--- src/rtl/dut_prod_accum.sv ---
// rtl/dut_prod_accum.sv - frame-based product accumulator with a registered sum output
// Optional saturation is enabled with `define DUT_PROD_ACCUM_SAT_EN; the default build wraps.
module dut_prod_accum #(
  parameter int PROD_W = 26,
  parameter int ACC_W  = 34,
  parameter int LEN_W  = 16
) (
  input  logic              ap_clk,
  input  logic              ap_rst_n,
  input  logic [PROD_W-1:0] prod_din,
  input  logic              prod_vld,
  output logic              prod_rdy,
  input  logic [LEN_W-1:0]  frame_len,
  output logic [ACC_W-1:0]  sum_dout,
  output logic              sum_vld,
  input  logic              sum_rdy,
  output logic              sum_ovf,
  output logic              busy
);

  typedef enum logic {S_IDLE = 1'b0, S_ACCUM = 1'b1} state_t;

  state_t             r_state;
  state_t             w_state_next;
  logic [ACC_W-1:0]   r_acc;
  logic [LEN_W:0]     r_cnt;
  logic [LEN_W:0]     r_target;
  logic [ACC_W-1:0]   r_sum_dout;
  logic               r_sum_vld;

  logic               w_prod_xfer;
  logic               w_sum_xfer;
  logic [LEN_W:0]     w_len_ext;
  logic [LEN_W:0]     w_cnt_next;
  logic               w_done;
  logic [ACC_W-1:0]   w_add_a;
  logic [ACC_W-1:0]   w_prod_ext;
  logic [ACC_W-1:0]   w_acc_next;

  assign prod_rdy    = !r_sum_vld || sum_rdy;
  assign w_prod_xfer = prod_vld && prod_rdy;
  assign w_sum_xfer  = r_sum_vld && sum_rdy;

  // A zero frame length encodes the full 2^LEN_W products.
  assign w_len_ext  = (frame_len == '0) ? {1'b1, {LEN_W{1'b0}}} : {1'b0, frame_len};
  assign w_cnt_next = (r_state == S_IDLE) ? {{LEN_W{1'b0}}, 1'b1} : r_cnt + 1'b1;
  assign w_done     = w_prod_xfer &&
                      ((r_state == S_IDLE) ? (w_len_ext == {{LEN_W{1'b0}}, 1'b1})
                                           : (w_cnt_next == r_target));

  assign w_add_a    = (r_state == S_IDLE) ? '0 : r_acc;
  assign w_prod_ext = {{(ACC_W-PROD_W){1'b0}}, prod_din};

`ifdef DUT_PROD_ACCUM_SAT_EN
  logic               r_ovf;
  logic               r_sum_ovf;
  logic [ACC_W:0]     w_sum_wide;
  logic               w_ovf_next;

  assign w_sum_wide = {1'b0, w_add_a} + {1'b0, w_prod_ext};
  assign w_acc_next = w_sum_wide[ACC_W] ? '1 : w_sum_wide[ACC_W-1:0];
  assign w_ovf_next = ((r_state == S_IDLE) ? 1'b0 : r_ovf) | w_sum_wide[ACC_W];

  always_ff @(posedge ap_clk or negedge ap_rst_n) begin
    if (!ap_rst_n) begin
      r_ovf     <= 1'b0;
      r_sum_ovf <= 1'b0;
    end else begin
      if (w_prod_xfer) r_ovf <= w_ovf_next;
      if (w_done)      r_sum_ovf <= w_ovf_next;
      else if (w_sum_xfer) r_sum_ovf <= r_sum_ovf;
    end
  end

  assign sum_ovf = r_sum_ovf;
`else
  assign w_acc_next = w_add_a + w_prod_ext;
  assign sum_ovf    = 1'b0;
`endif

  always_ff @(posedge ap_clk or negedge ap_rst_n) begin
    if (!ap_rst_n) r_state <= S_IDLE;
    else           r_state <= w_state_next;
  end

  always_comb begin
    w_state_next = r_state;
    if (w_prod_xfer) w_state_next = w_done ? S_IDLE : S_ACCUM;
  end

  always_comb begin
    busy = (r_state == S_ACCUM);
  end

  always_ff @(posedge ap_clk or negedge ap_rst_n) begin
    if (!ap_rst_n) begin
      r_acc    <= '0;
      r_cnt    <= '0;
      r_target <= '0;
    end else if (w_prod_xfer) begin
      r_acc <= w_acc_next;
      r_cnt <= w_cnt_next;
      if (r_state == S_IDLE) r_target <= w_len_ext;
    end
  end

  // A completion on the same edge as a sum transfer reloads with no bubble.
  always_ff @(posedge ap_clk or negedge ap_rst_n) begin
    if (!ap_rst_n) begin
      r_sum_dout <= '0;
      r_sum_vld  <= 1'b0;
    end else if (w_done) begin
      r_sum_dout <= w_acc_next;
      r_sum_vld  <= 1'b1;
    end else if (w_sum_xfer) begin
      r_sum_vld  <= 1'b0;
    end
  end

  assign sum_dout = r_sum_dout;
  assign sum_vld  = r_sum_vld;

endmodule

--- config.mk ---
export PLATFORM = sky130hd
export DESIGN_NAME = dut_prod_accum
export DESIGN_NICKNAME = d
export VERILOG_FILES = /design/src/rtl/dut_prod_accum.sv
export SDC_FILE = /design/constraint.sdc
export NUM_CORES = 1
export LEC_CHECK = 0
export CORE_MARGIN = 5
export CORE_UTILIZATION = 40
export CTS_BUF_LIST = sky130_fd_sc_hd__clkbuf_16
export CTS_CLUSTER_SIZE = 16
export DETAILED_ROUTE_END_ITERATION = 10
export GPL_TIMING_DRIVEN = 0
export HOLD_SLACK_MARGIN = 0.12
export PLACE_DENSITY = 0.63
export SLEW_MARGIN = 20
export SYNTH_ARGS = -nofsm -noshare
export SYNTH_HDL_FRONTEND = slang
export SYNTH_SLANG_ARGS = --single-unit
--- constraint.sdc ---
create_clock -name ap_clk -period 4.09 [get_ports ap_clk]
set_input_delay 1.227 -clock ap_clk [delete_from_list [all_inputs] [get_ports ap_clk]]
set_output_delay 1.227 -clock ap_clk [all_outputs]
set_load 0.01 [all_outputs]
==> metrics.yaml <==
run_status:
  status: "finished, final reports clean"
setup_path:
  setup.worst_path.start_class: "input pin"
  required_ns: 4.33
  reg2reg_depth: 13
  critPathKind: "in2reg"
  cp-startpoint: "prod_din[0]"
  reg2reg_from: "busy"
  crit_path_end_kind: "flip-flop"
  crit_fanout: 4
  arrival_ns: 4.29
yosys:
  synth.most_common_cell: "nand2_1"
  synthCells: 716
  async_flop_share: 1.000
  synth_commonest_cells: "123 x nand2_1, 104 x dfrtp_1, 56 x o21ai_0"
  synth_warnings: 0
  ys_ff_latch: 104
  synth_top_area_share: 0.4036
  synth-edff-count: 0
  synth.distinct_cells: 59
  synth_area_leaders: "dfrtp_1 40%, nand2_1 7.2%, ha_1 5.2%"
  syn_avg_cell_area_um2: 9.005
  synth_fp_nets: 790
  synth_area_um2: 6447
  synth_seq_area_share: 0.4036
  yosysTopAreaCell: "dfrtp_1"
  ys.flop_type: "dfrtp_1"
power_and_ir_drop:
  peakVddDrop_mv: 0.2980
  total_leakage_power_nw: 3.573
  power.density_nw_per_um2: 596.5
drt:
  vias_per_cell: 5.483
  route.antenna.remaining_nets: 0
  wl_per_cell_um: 17.21
  drc: 0
  drt_iter0_drc: 300
  vias: 5691
  first_pass_iters: 4
  drt-total-wl_um: 17870
timing:
  finalClockSkew_ns: 0.008075
  fmax_mhz: 246.8
  hold_viol: 0
  hold_ws_ns: 0.4677
  final_max_slew_viol_count: 0
  worst_slew_pin_slew_ns: 0.7768
  fin_crit_ns: 4.052
  worst_slew_margin_rel: 0.4821
  period_share: 0.9906
  setup_violations: 0
global_routing:
  met3_usage: 0.03125
  overflow: 0
  grt_first_pass_wirelength_um: 28760
  use_met2: 0.3188
  grt_max_degree: 74
  busiest_layer: "met2"
  antenna_found_initial: 0
  grt_usage: 0.1955
  use_met1: 0.2597
  grt_pass1_vias: 5705
die:
  die_h_um: 137.0
  start_util: 0.4074
  ios: 84
  core.rowCount: 46
  die_area_um2: 18760
  coreArea_um2: 15830
  die_w_um: 137.0
placed_design:
  placed_area_um2: 7569
  place_congestion: 0.8703
  dp_hpwl_um: 13150
  port_buffers: 82
  place_inst: 1015
layout:
  drive_above_1_share: 0.09611
  diodes: 0
  final_cell_count_no_fill: 1038
  n_fill_cell: 1477
  fin_nets: 891
  syn_to_final_growth_pct: 24.16
  postLayoutCellArea_um2: 8005
worst_hold_path:
  hold_path_depth: 2
  hold_start: "r_acc[20]"
  hold_class: "reg2reg"
job:
  max-cap-violations: 0
clock_tree:
  clk_pin_slew_worst_paths_ns: 0.07
  cts_made_buffers: 9
  cts_root_buf: "clkbuf_16"
  clock_latency_ns: 0.36
  cts_sinks: 104
  cts_tree: "done"
  clockBufferDepth: 2
  h-tree-depth: 3
## flip-flops by register name (all words and copies together) (netlist names)
signal and cells:
r_acc 34, r_target 17, sum_dout 34, sum_vld 1, r_cnt 17, busy 1
## final cells by class
cell class / count / area (µm²) / share of cell area
Multi-Input combinational cell: 554 / 3676 / 0.4592
Clock inverter: 7 / 62.56 / 0.007815
Tap cell: 216 / 270.3 / 0.03376
Inverter: 19 / 71.32 / 0.008909
Clock buffer: 9 / 225.2 / 0.02813
Sequential cell: 104 / 2604 / 0.3253
Buffer: 37 / 178.9 / 0.02235
Timing Repair Buffer: 92 / 917.1 / 0.1146
## cell usage in the layout (no fill, tap or decap), drive strengths merged, types with 25 or more instances in the layout
| cell type | n |
|---|---|
| o21ai | 56 |
| dfrtp | 104 |
| nand2 | 123 |
| a22o | 25 |
| mux2 | 32 |
| clkbuf | 33 |
| ha | 27 |
| clkdlybuf4s50 | 81 |
| a21oi | 33 |
| nor2 | 35 |
| and2 | 28 |
## path summary, 6_finish.rpt
path | to | slack (ns)
max | r_acc[28] | 0.04
min | r_acc[20] | 0.47
max reg2reg | sum_dout[26] | 0.12
min reg2reg | r_acc[20] | 0.47
max in group asynchronous | busy | 2.66
min in group asynchronous | r_acc[7] | 0.74
## layer usage
metal | wire length (µm) | vias up | part of all wire
met3 | 772 | 34 | 0.043
met4 | 469 | 0 | 0.026
li1 | - | 2731 | -
met5 | 0 | - | 0
met2 | 8621 | 145 | 0.48
met1 | 8003 | 2781 | 0.45
## cells by family after synthesis
logic type | count (synthesis) | share of synthesized area
simple gates | 274 | 0.2026
compound gates | 171 | 0.1776
flops | 104 | 0.4036
buf+inv | 58 | 0.03804
xor+xnor | 43 | 0.05841
mux | 37 | 0.06365
fa+ha+maj | 28 | 0.05550
other cells | 1 | 0.0005816
## where the power goes
part / total, mW / leakage (nW) / switching, mW / internal [mW]
logic: 2.48 / 2.15 / 1.38 / 1.11
clock network: 0.872 / 0.142 / 0.402 / 0.470
registers: 1.42 / 1.28 / 0.157 / 1.26
## timing repair
action | 4_1_cts | 5_1_grt
hold buffers | 0 | 0
resized for setup | 13 | 10
pin swaps | 9 | 9
buffers inserted | 7 | 2
endpoints found under the hold margin | 0 | 0
setup endpoints to repair | 49 | 22
## critical path, stage by stage
cell and delay (ns):
clkdlybuf4s50_1 0.47, ha_2 0.20, inv_1 0.07, fa_2 0.36
nor2b_2 0.15, o31a_1 0.18, o221ai_2 0.15, a21oi_2 0.17
o21a_2 0.19, o211ai_1 0.24, a211oi_2 0.33, mux2_2 0.37
a22o_1 0.19
## stage by stage
stage | utilization | TNS (ns) | worst slack (ns) | power, mW
finish | 0.5058 | 0 | 0.03825 | 4.775
global route | 0.5058 | -0.04779 | -0.03731 | 5.151
CTS | 0.5026 | 0 | 0.01603 | 4.728
detailed placement | 0.4782 | -24.28 | -1.109 | 3.753
global placement | 0.4764 | -259.82 | -2.271 | 3.677
floorplan | - | 0 | 0.02588 | 3.227
Note: power is estimated with default switching activity, not from simulation.
